**config.mk**
```make
export PLATFORM = sky130hd
export DESIGN_NAME = cfg_frame_loader
export DESIGN_NICKNAME = d
export VERILOG_FILES = /design/src/rtl/cfg_frame_loader.sv
export SDC_FILE = /design/constraint.sdc
export NUM_CORES = 1
export LEC_CHECK = 0
export ABC_AREA = 1
export ABC_CLOCK_PERIOD_IN_PS = 2470
export CAP_MARGIN = 30
export CORE_MARGIN = 8
export CORE_UTILIZATION = 40
export DETAILED_ROUTE_END_ITERATION = 7
export SYNTH_ARGS = -nofsm -noshare
export SYNTH_HDL_FRONTEND = slang
export SYNTH_SLANG_ARGS = --single-unit
```
**constraint.sdc**
```tcl
create_clock -name iTck -period 2.47 [get_ports iTck]
set_input_delay 0.494 -clock iTck [delete_from_list [all_inputs] [get_ports iTck]]
set_output_delay 0.494 -clock iTck [all_outputs]
set_load 0.01 [all_outputs]
```
**src/rtl/cfg_frame_loader.sv**
```systemverilog
// Serial config-frame loader: shifts {addr,data} frames LSB-first, queues valid ones, drains them as timed register writes.
// Build option: define CFG_PARITY_EN to append an odd-parity bit at the frame MSB.
module cfg_frame_loader #(
  parameter int DATA_W   = 8,
  parameter int ADDR_W   = 3,
  parameter int DEPTH    = 4,
  parameter int WR_PULSE = 1,
  parameter int GAP_CYC  = 1
) (
  input  logic                     iTck,
  input  logic                     iTrst,
  input  logic                     iShiftEn,
  input  logic                     iTdi,
  input  logic                     iUpdate,
  input  logic                     iClrErr,
  input  logic                     iStall,
  output logic                     oWrEn,
  output logic [ADDR_W-1:0]        oRegAddr,
  output logic [DATA_W-1:0]        oData,
  output logic [$clog2(DEPTH):0]   oLevel,
  output logic                     oFull,
  output logic                     oEmpty,
  output logic                     oOvf,
  output logic                     oFrameErr,
  output logic                     oParErr,
  output logic [1:0]               oDbgState
);

  localparam int PW = ADDR_W + DATA_W;
`ifdef CFG_PARITY_EN
  localparam int FW = PW + 1;
`else
  localparam int FW = PW;
`endif
  localparam int CNT_W = $clog2(FW + 2);
  localparam int PTR_W = $clog2(DEPTH);
  localparam int LVL_W = PTR_W + 1;
  localparam int TMR_W = $clog2(WR_PULSE + GAP_CYC + 1) + 1;

  localparam logic [CNT_W-1:0] CNT_FRAME  = CNT_W'(FW);
  localparam logic [CNT_W-1:0] CNT_SAT    = CNT_W'(FW + 1);
  localparam logic [TMR_W-1:0] PULSE_LAST = TMR_W'(WR_PULSE - 1);
  localparam logic [TMR_W-1:0] GAP_LAST   = (GAP_CYC > 0) ? TMR_W'(GAP_CYC - 1) : '0;
  localparam logic [LVL_W-1:0] LVL_FULL   = LVL_W'(DEPTH);

  typedef enum logic [1:0] {IDLE = 2'd0, STROBE = 2'd1, GAP = 2'd2} drainState_t;

  logic [FW-1:0]    sr;
  logic [CNT_W-1:0] bitCnt;
  logic             lenOk;
  logic             parOk;
  logic             push;
  logic             pop;

  logic [PW-1:0]    mem [DEPTH];
  logic [PTR_W-1:0] wrPtr;
  logic [PTR_W-1:0] rdPtr;
  logic [LVL_W-1:0] level;
  logic [PW-1:0]    popWord;

  drainState_t      state;
  drainState_t      stateNxt;
  logic [TMR_W-1:0] tmr;
  logic [TMR_W-1:0] tmrNxt;
  logic             wrEnNxt;
  logic             availQ;

  // Update takes priority over a shift in the same cycle; sr keeps its contents.
  always_ff @(posedge iTck or posedge iTrst) begin
    if (iTrst) begin
      sr     <= '0;
      bitCnt <= '0;
    end else if (iUpdate) begin
      bitCnt <= '0;
    end else if (iShiftEn) begin
      sr <= {iTdi, sr[FW-1:1]};
      if (bitCnt != CNT_SAT) bitCnt <= bitCnt + 1'b1;
    end
  end

  assign lenOk = (bitCnt == CNT_FRAME);
`ifdef CFG_PARITY_EN
  assign parOk = ^sr;
`else
  assign parOk = 1'b1;
`endif
  assign push = iUpdate && lenOk && parOk && !oFull;

  always_ff @(posedge iTck) begin
    if (push) mem[wrPtr] <= sr[PW-1:0];
  end

  always_ff @(posedge iTck or posedge iTrst) begin
    if (iTrst) begin
      wrPtr <= '0;
      rdPtr <= '0;
      level <= '0;
    end else begin
      if (push) wrPtr <= wrPtr + 1'b1;
      if (pop)  rdPtr <= rdPtr + 1'b1;
      case ({push, pop})
        2'b10:   level <= level + 1'b1;
        2'b01:   level <= level - 1'b1;
        default: level <= level;
      endcase
    end
  end

  assign oLevel  = level;
  assign oFull   = (level == LVL_FULL);
  assign oEmpty  = (level == '0);
  assign popWord = mem[rdPtr];

  // Error flags are sticky; a new error in the same cycle beats a clear.
  always_ff @(posedge iTck or posedge iTrst) begin
    if (iTrst) begin
      oOvf      <= 1'b0;
      oFrameErr <= 1'b0;
    end else begin
      if (iUpdate && lenOk && parOk && oFull) oOvf <= 1'b1;
      else if (iClrErr)                       oOvf <= 1'b0;
      if (iUpdate && !lenOk) oFrameErr <= 1'b1;
      else if (iClrErr)      oFrameErr <= 1'b0;
    end
  end

`ifdef CFG_PARITY_EN
  always_ff @(posedge iTck or posedge iTrst) begin
    if (iTrst)                          oParErr <= 1'b0;
    else if (iUpdate && lenOk && !parOk) oParErr <= 1'b1;
    else if (iClrErr)                   oParErr <= 1'b0;
  end
`else
  assign oParErr = 1'b0;
`endif

  // availQ makes a freshly pushed entry sit one full cycle before it may be popped.
  always_comb begin
    stateNxt = state;
    tmrNxt   = tmr;
    wrEnNxt  = oWrEn;
    pop      = 1'b0;
    case (state)
      IDLE: begin
        if (!oEmpty && availQ && !iStall) begin
          pop      = 1'b1;
          wrEnNxt  = 1'b1;
          tmrNxt   = '0;
          stateNxt = STROBE;
        end
      end
      STROBE: begin
        if (tmr == PULSE_LAST) begin
          wrEnNxt  = 1'b0;
          tmrNxt   = '0;
          stateNxt = (GAP_CYC > 0) ? GAP : IDLE;
        end else begin
          tmrNxt = tmr + 1'b1;
        end
      end
      GAP: begin
        if (tmr == GAP_LAST) begin
          tmrNxt   = '0;
          stateNxt = IDLE;
        end else begin
          tmrNxt = tmr + 1'b1;
        end
      end
      default: stateNxt = IDLE;
    endcase
  end

  always_ff @(posedge iTck or posedge iTrst) begin
    if (iTrst) begin
      state    <= IDLE;
      tmr      <= '0;
      oWrEn    <= 1'b0;
      oRegAddr <= '0;
      oData    <= '0;
      availQ   <= 1'b0;
    end else begin
      state  <= stateNxt;
      tmr    <= tmrNxt;
      oWrEn  <= wrEnNxt;
      availQ <= !oEmpty;
      if (pop) begin
        oRegAddr <= popWord[PW-1:DATA_W];
        oData    <= popWord[DATA_W-1:0];
      end
    end
  end

  assign oDbgState = state;

endmodule

```
=== After elaboration in Yosys (flattened, before gate mapping) ===
Memories as Yosys holds them, arrays and structs flattened. A register that Yosys moved wholly into a read port is not among the register bits.
Index checks and enable logic that the tools add are counted.

* Add/sub/neg operators: 6
* Equal/unequal tests: 10
* Mux-type cells: 21
* Bitwise gates (word level): 1
* Reduce and logical (&&, ||, !) cells: 26

{| class="wikitable"
|+ Operators by type and width
! kind !! number
|-
| 2-bit nonzero test || 7
|-
| 4-bit two-way mux || 3
|-
| 3-bit one-hot mux with 2 select lines || 2
|-
| 1-bit two-way mux || 9
|-
| 3-bit by 1-bit adder with 3-bit output, second input constant || 2
|-
| 1-bit logical AND || 6
|-
| 3-bit zero test || 2
|-
| 2-bit two-way mux || 3
|-
| 3-bit two-way mux || 2
|-
| 2-bit inequality test, second input constant || 3
|-
| 2-bit one-hot mux with 3 select lines || 1
|-
| 2-bit AND reduction || 3
|-
| 3-bit AND reduction || 2
|-
| 2-bit by 1-bit adder with 2-bit output, second input constant || 2
|-
| 4-bit by 1-bit adder with 4-bit output, second input constant || 1
|-
| 2-bit by 1-bit equality test with 1-bit output, second input constant || 2
|-
| 2-bit equality test, second input constant || 2
|-
| 4-bit equality test, second input constant || 1
|-
| 1-bit zero test || 4
|-
| 4-bit inequality test, second input constant || 1
|-
| 3-bit equality test, second input constant || 1
|-
| 3-bit by 1-bit subtractor with 3-bit output, second input constant || 1
|-
| 2-bit zero test || 1
|-
| 1-bit one-hot mux with 2 select lines || 1
|-
| other kinds (2) || 2
|}

* Bits in registers: 31
* Memory bits (writable): 44
* Input bits: 7
* Output and inout bits: 22
* Word-level logic and storage cells: 76
* Memories: 1

{| class="wikitable"
|+ Memory list
! memory !! depth !! bits a word !! read ports !! clocked after Yosys merged registers in !! write ports !! line !! text
|-
| mem || 4 || 11 || 1 || 1 || 1 || 55 || <nowiki>logic [PW-1:0] mem [DEPTH];</nowiki>
|}

=== Longest topological paths before layout ===
Gate-level depths: netlist (run 1).

* Depth in word-level cells: 8
* Depth in mapped cells: 11
* Depth with buffers taken out: 10

=== Worst setup path before layout (run 1) ===
No wires, ideal clock.

* Kind: register -> register
* Start point: register state[0] (netlist: oDbgState[0])
* End point: register level[2] (netlist: oLevel[2])
* Setup time: 131 ps
* Data arrival time: 2017 ps
* Data required time: 2339 ps
* Path slack: 323 ps
* Stages on the path, launching flop included: 12
* Path buffers: 1
* Period minus slack after synthesis: 2147 ps
* Cells stage by stage: dfrtp_1 inv_1 ha_1 nand3_4 inv_4 buf_6 ha_1 inv_1 fa_1 a21oi_1 o21ai_0 xor2_1

* Longest elaborated chain between the ends: 4
* Elaborated cells on any way between the ends: 6
* Those cells by class: 2 x eq/ne; 2 x mux; 2 x reduce/logical

{| class="wikitable"
|+ RTL lines
! item !! line !! text
|-
| start, declared || 61 || <nowiki>drainState_t state;</nowiki>
|-
| start signal, assigned || 182 || <nowiki>state <= stateNxt;</nowiki>
|-
| 2-bit zero test (*) || 143 || <nowiki>case (state)</nowiki>
|-
| 1-bit two-way mux (*) || 143 ||
|-
| named net pop || 53 || <nowiki>logic pop;</nowiki>
|-
| 2-bit by 1-bit equality test with 1-bit output or 2-bit equality test (tied branches) || 101 || <nowiki>case ({push, pop})</nowiki>
|-
| 3-bit one-hot mux with 2 select lines or 2-bit nonzero test (tied branches) || n/a ||
|-
| end signal, assigned || 102 || <nowiki>2'b10: level <= level + 1'b1;</nowiki>
|-
| end signal, assigned || 103 || <nowiki>2'b01: level <= level - 1'b1;</nowiki>
|-
| end signal, assigned || 104 || <nowiki>default: level <= level;</nowiki>
|-
| end, declared || 58 || <nowiki>logic [LVL_W-1:0] level;</nowiki>
|}

Mark *: on every way through the listed nets, which the timed path passes. The rest lies on a longest branch.
A chain may end at the register's enable or synchronous reset.

=== Worst setup path in the final report (run 1) ===
* Start point: register level[0] (netlist: oLevel[0])
* End point: output port oFull

* Longest elaborated chain between the ends: 1

{| class="wikitable"
|+ RTL lines
! item !! line !! text
|-
| 3-bit equality test || 110 || <nowiki>assign oFull = (level == LVL_FULL);</nowiki>
|-
| end, declared || 21 || <nowiki>output logic oFull,</nowiki>
|}

Every way passes these cells.

==> run summary, run 1 <==
gr ovfl total - 0
Final #Nets - 410
post-CTS resize count - 0
share of cells above drive strength 1 - 8.12%
antenna-violating nets left - 0
top cells by area, synth - edfxtp_1 36%, dfrtp_1 29%, nand2_1 8.9%, nor2_1 4.5%, ha_1 4.4%
Synth Flop Type - edfxtp_1
Final Max Tran Viols - 0
share of flip-flops with an asynchronous set or reset - 48.8%
final setup violating endpoints - 0
number of global-route vias before repair - 2,340
hold-critical path depth - 2
GR Util met1 - 13.3%
Starting Density - 40.5%
Final GP Congestion - 0.765
met3 Track Usage GR - 3.46%
Pleak - 0.00189 uW
setup repair after global routing missed its margin - false
most frequent cell after synthesis - nand2_1
Worst Path Required - 1.98 ns
Port Buf Inserts - 27
dpl hpwl - 4.26 mm
Worst slew margin - 57.4%
sequential-to-total area share from yosys stat - 64.4%
number of max-cap violations - 0
fin cells - 505
Final period util - 89.3%
CTS Root Buffer Type - clkbuf_8
Max clock buf depth - 2
largest net degree at the start of global routing - 43
initial antenna violation count - 0
I/O pins - 29
drt first pass iters - 4
Setup crit start kind - register
Avg Vias per Cell - 4.68
clock tree sinks - 86
yosys warns - 0
WL per Instance - 12.3 um
Syn Inst Count - 351
syn_area_per_cell - 10.5 um2
cell row count - 35
worst hold path class - register to register
Max FO, Critical Path - 4
post-CTS setup buffer count - 0
placed cell count - 489
Fin. Hold Viols - 0
Worst-path clk slew - 0.08 ns
CP arrival - 1.71 ns
Hold-fix buffers, CTS - 0
die span in y - 112 um
GR Util All Layers - 10.8%
crit end category - primary output
Sum Neg Setup Slack - 0 ns
Die ar. - 0.0125 mm2
Skew-Pair Late Insertion Delay - 0.34 ns
Post-synth EDFFs - 44
M2 GR Usage - 17.2%
FF-to-FF path depth - 10
post-route minimum period - 2.21 ns
CTS buffer count - 9
Synth top area share - 35.8%
synth unique cells - 24
Synth top cells by count - 87 x nand2_1, 44 x edfxtp_1, 44 x nor2_1
largest area contributor in the netlist - edfxtp_1
Tightest Pin Transition - 0.638 ns
DRC viols - 0
status - complete, no violations
synthesized flop and latch total - 86
Crit Path Category - register to primary output
Max VDD drop - 0.000333 V
synthesized area - 0.00369 mm2
die width - 112 um
synthesis-to-layout area growth - 16.8%
first-pass GRT wire length - 11.0 mm
ant diodes - 0
total wire length - 6.20 mm
global route hottest layer - met2
Core ar. - 0.00911 mm2
First DRT Iteration DRCs - 55
Worst Skew - 0.00998 ns
Synthesized Nets - 372
fmax - 453 MHz
TritonCTS clock tree - built
via count - 2,364
power per cell area - 1020 mW/mm2
fin util - 47.3%
H-tree lvl count - 3
[registers in the layout (all words and copies together), names as in the netlist, 3 cells and up]
register / flops
oData: 8
mem: 44
tmr: 3
bitCnt: 4
oRegAddr: 3
sr: 11
oLevel: 3
[layout make-up]
| type | instances | area, um2 |
|---|---|---|
| Clock buffer | 13 | 149 |
| Clock inverter | 3 | 67.6 |
| Fill cell | 849 | 4800 |
| Inverter | 35 | 134 |
| Multi-Input combinational cell | 219 | 1090 |
| Sequential cell | 86 | 2370 |
| Tap cell | 111 | 139 |
| Timing Repair Buffer | 38 | 353 |
[layout by cell type, fill, tap and decap left out, drive strengths merged, types with 4 or more instances in the layout]
| cell | n |
|---|---|
| nor2 | 47 |
| clkbuf | 13 |
| inv | 34 |
| buf | 11 |
| dfrtp | 42 |
| xor2 | 4 |
| ha | 13 |
| o21ai | 42 |
| clkdlybuf4s50 | 27 |
| nand2 | 89 |
| edfxtp | 44 |
| nand3 | 16 |
[power breakdown]
group,internal [uW],switching [uW],total (uW),leakage (uW)
logic,614,781,1390,0.000857
clock network,599,458,1060,0.000104
registers,1740,192,1930,0.000930
[routing by layer]
metal	wire (um)	up-vias
met5	0	-
met4	99	0
met3	248	7
met2	2860	32
met1	2990	1118
li1	-	1207
[metrics by stage]
step / instance area, um2 / setup WS [ns] / hold slack (ns) / power (uW)
3_5_place_dp: 4090 / 0.0828 / 0.465 / 3380
4_1_cts: 4310 / 0.230 / 0.487 / 4440
6_report: 4310 / 0.265 / 0.481 / 4380
3_3_place_gp: 4090 / 0.106 / 0.460 / 3340
5_1_grt: 4310 / 0.163 / 0.506 / 4700
2_1_floorplan: 3690 / 0.323 / 0.464 / 2890
[logic make-up (layout without fill, tap and decap cells)]
family,Yosys count,in the layout,synth area share [%]
AO/OA/AOI/OAI,44,44,5.97
XOR/XNOR,6,6,1.43
adder cells (fa/ha/maj),14,14,4.96
buffers and inverters,46,89,6.01
flip-flops,86,86,64.4
other,1,1,0.102
AND/OR/NAND/NOR,154,154,17.2
[critical path: stages (launching register included)]
cell and delay, ns:
dfrtp_1 0.44, nor2_2 0.19, nand2_1 0.11, inv_1 0.09, clkdlybuf4s50_1 0.53
[path summary, 6_finish.rpt]
path / startpoint / to / slack, ns
min reg2reg: oData[0] / oData[0] / 0.48
min: oData[0] / oData[0] / 0.48
max in group asynchronous: iTrst / oData[5] / 1.52
max: oLevel[0] / oFull / 0.26
max reg2reg: oDbgState[0] / oLevel[2] / 0.42
min in group asynchronous: iTrst / oLevel[2] / 0.58
Note: power is estimated with default switching activity, not from simulation.
==> run 2, diff against run 1 <==
MAX_ROUTING_LAYER = met4   (was default)
==> run 2 against run 1 <==
Against the previous run: sequential share of layout area is the same; utilization is the same; power is essentially flat; first-iteration DRC count grew 18%; hold slack is essentially flat; via count grew 0.25%; clock power is essentially flat; fmax is essentially flat; routed wire length grew 0.19%; cell area is the same; count of clock-buffer cells in the layout is the same; critical path type unchanged; clock skew grew 0.0012 ns.
==> run summary, run 2 (same netlist as run 1, synthesis figures left out) <==
post-route minimum period - 2.21 ns
hold-critical path depth - 2
Pleak - 0.00189 uW
worst hold path class - register to register
post-CTS resize count - 0
final setup violating endpoints - 0
most common cell after layout, fill and taps aside - nand2_1
largest registers - mem: 44 flops, sr: 11 flops, oData: 8 flops
Pwr Total - 4380 uW
ant diodes - 0
die span in y - 112 um
I/O pins - 29
fmax - 453 MHz
Fin. Hold Viols - 0
status - complete, no violations
CTS Root Buffer Type - clkbuf_8
Worst Path Required - 1.98 ns
dpl hpwl - 4.26 mm
cell row count - 35
reg2reg start - oDbgState[0]
post-route cell area - 0.00431 mm2
fin cells - 505
total wire length - 6.22 mm
Starting Density - 40.5%
DRC viols - 0
Max VDD drop - 0.000333 V
H-tree lvl count - 3
crit end category - primary output
critical path's largest stage delay - 0.53 ns
WL per Instance - 12.3 um
Port Buf Inserts - 27
Final Max Tran Viols - 0
Final period util - 89.3%
Worst-path clk slew - 0.08 ns
Worst Skew - 0.0112 ns
gr ovfl total - 0
Die ar. - 0.0125 mm2
First DRT Iteration DRCs - 65
via count - 2,370
FF-to-FF path depth - 10
Skew-Pair Late Insertion Delay - 0.34 ns
Tightest Pin Transition - 0.630 ns
number of max-cap violations - 0
drt first pass iters - 4
Avg Vias per Cell - 4.69
Worst slew margin - 58.0%
most frequent cells in the layout - 87 x nand2_1, 44 x nor2_1, 44 x edfxtp_1, 42 x dfrtp_1, 32 x inv_1
Placed Area - 0.00409 mm2
placed cell count - 489
TritonCTS clock tree - built
hold_sp - oData[0]
post-CTS setup buffer count - 0
Setup crit start kind - register
CP arrival - 1.71 ns
CTS buffer count - 9
synthesis-to-layout area growth - 16.8%
clock tree sinks - 86
largest register by flop count - mem
Final #Nets - 410
setup repair after global routing missed its margin - false
Core ar. - 0.00911 mm2
Critical-path top delay cell - clkdlybuf4s50_1
Sum Neg Setup Slack - 0 ns
largest net degree at the start of global routing - 43
Crit Path Category - register to primary output
number of global-route vias before repair - 2,337
initial antenna violation count - 0
r2r setup slk - 0.42 ns
worst path cell trace - nor2_2 > nand2_1 > inv_1 > clkdlybuf4s50_1
Hold-fix buffers, CTS - 0
GR Util All Layers - 11.1%
Hold Path End - oData[0]
power per cell area - 1020 mW/mm2
Max clock buf depth - 2
R2R Path End - oLevel[2]
share of cells above drive strength 1 - 8.12%
die width - 112 um
Final GP Congestion - 0.775
max reg flops - 44
first-pass GRT wire length - 11.0 mm
Max FO, Critical Path - 4
antenna-violating nets left - 0
-- run 2: layer usage --
metal	part of all wire (%)	track usage, %	wire, um	vias to the layer above
li1	-	-	-	1206
met1	49	13.4	3030	1122
met2	46	17.2	2860	35
met3	3.7	3.30	233	7
met4	1.6	4.32	100	0
met5	0	-	0	-
-- run 2: how the worst max path moves through the flow --
stage / from / endpoint / slack, ns / depth (start not counted)
floorplan: oDbgState[0] / oLevel[2] / 0.32 / 11
global route: oLevel[0] / oFull / 0.16 / 4
detailed placement: iStall / oLevel[2] / 0.08 / 10
CTS: oLevel[0] / oFull / 0.23 / 4
finish: oLevel[0] / oFull / 0.26 / 4
global placement: iStall / oLevel[2] / 0.11 / 10
-- run 2: final cells by class --
cell class                      instances  area, um2
Fill cell                             849       4800
Sequential cell                        86       2370
Multi-Input combinational cell        219       1090
Timing Repair Buffer                   38        353
Clock buffer                           13        149
Tap cell                              111        139
Inverter                               35        134
Clock inverter                          3       67.6
-- run 2: stage by stage --
stage	hold slack [ns]	util, %	setup WS, ns
2_1_floorplan	0.464	-	0.323
3_3_place_gp	0.460	44.9	0.106
3_5_place_dp	0.465	44.9	0.0828
4_1_cts	0.487	47.3	0.230
5_1_grt	0.506	47.3	0.163
6_report	0.481	47.3	0.263
-- run 2: critical path, delay by kind of cell, from the launching register on --
family / cells / cell delay [ns]
AND/OR/NAND/NOR: 2 / 0.30
flip-flops: 1 / 0.44
buffers and inverters: 2 / 0.62
-- run 2: power breakdown --
group / internal [uW] / switching [uW] / total (uW)
combinational: 614 / 779 / 1390
sequential: 1740 / 193 / 1930
clock: 599 / 458 / 1060
total: 2950 / 1430 / 4380
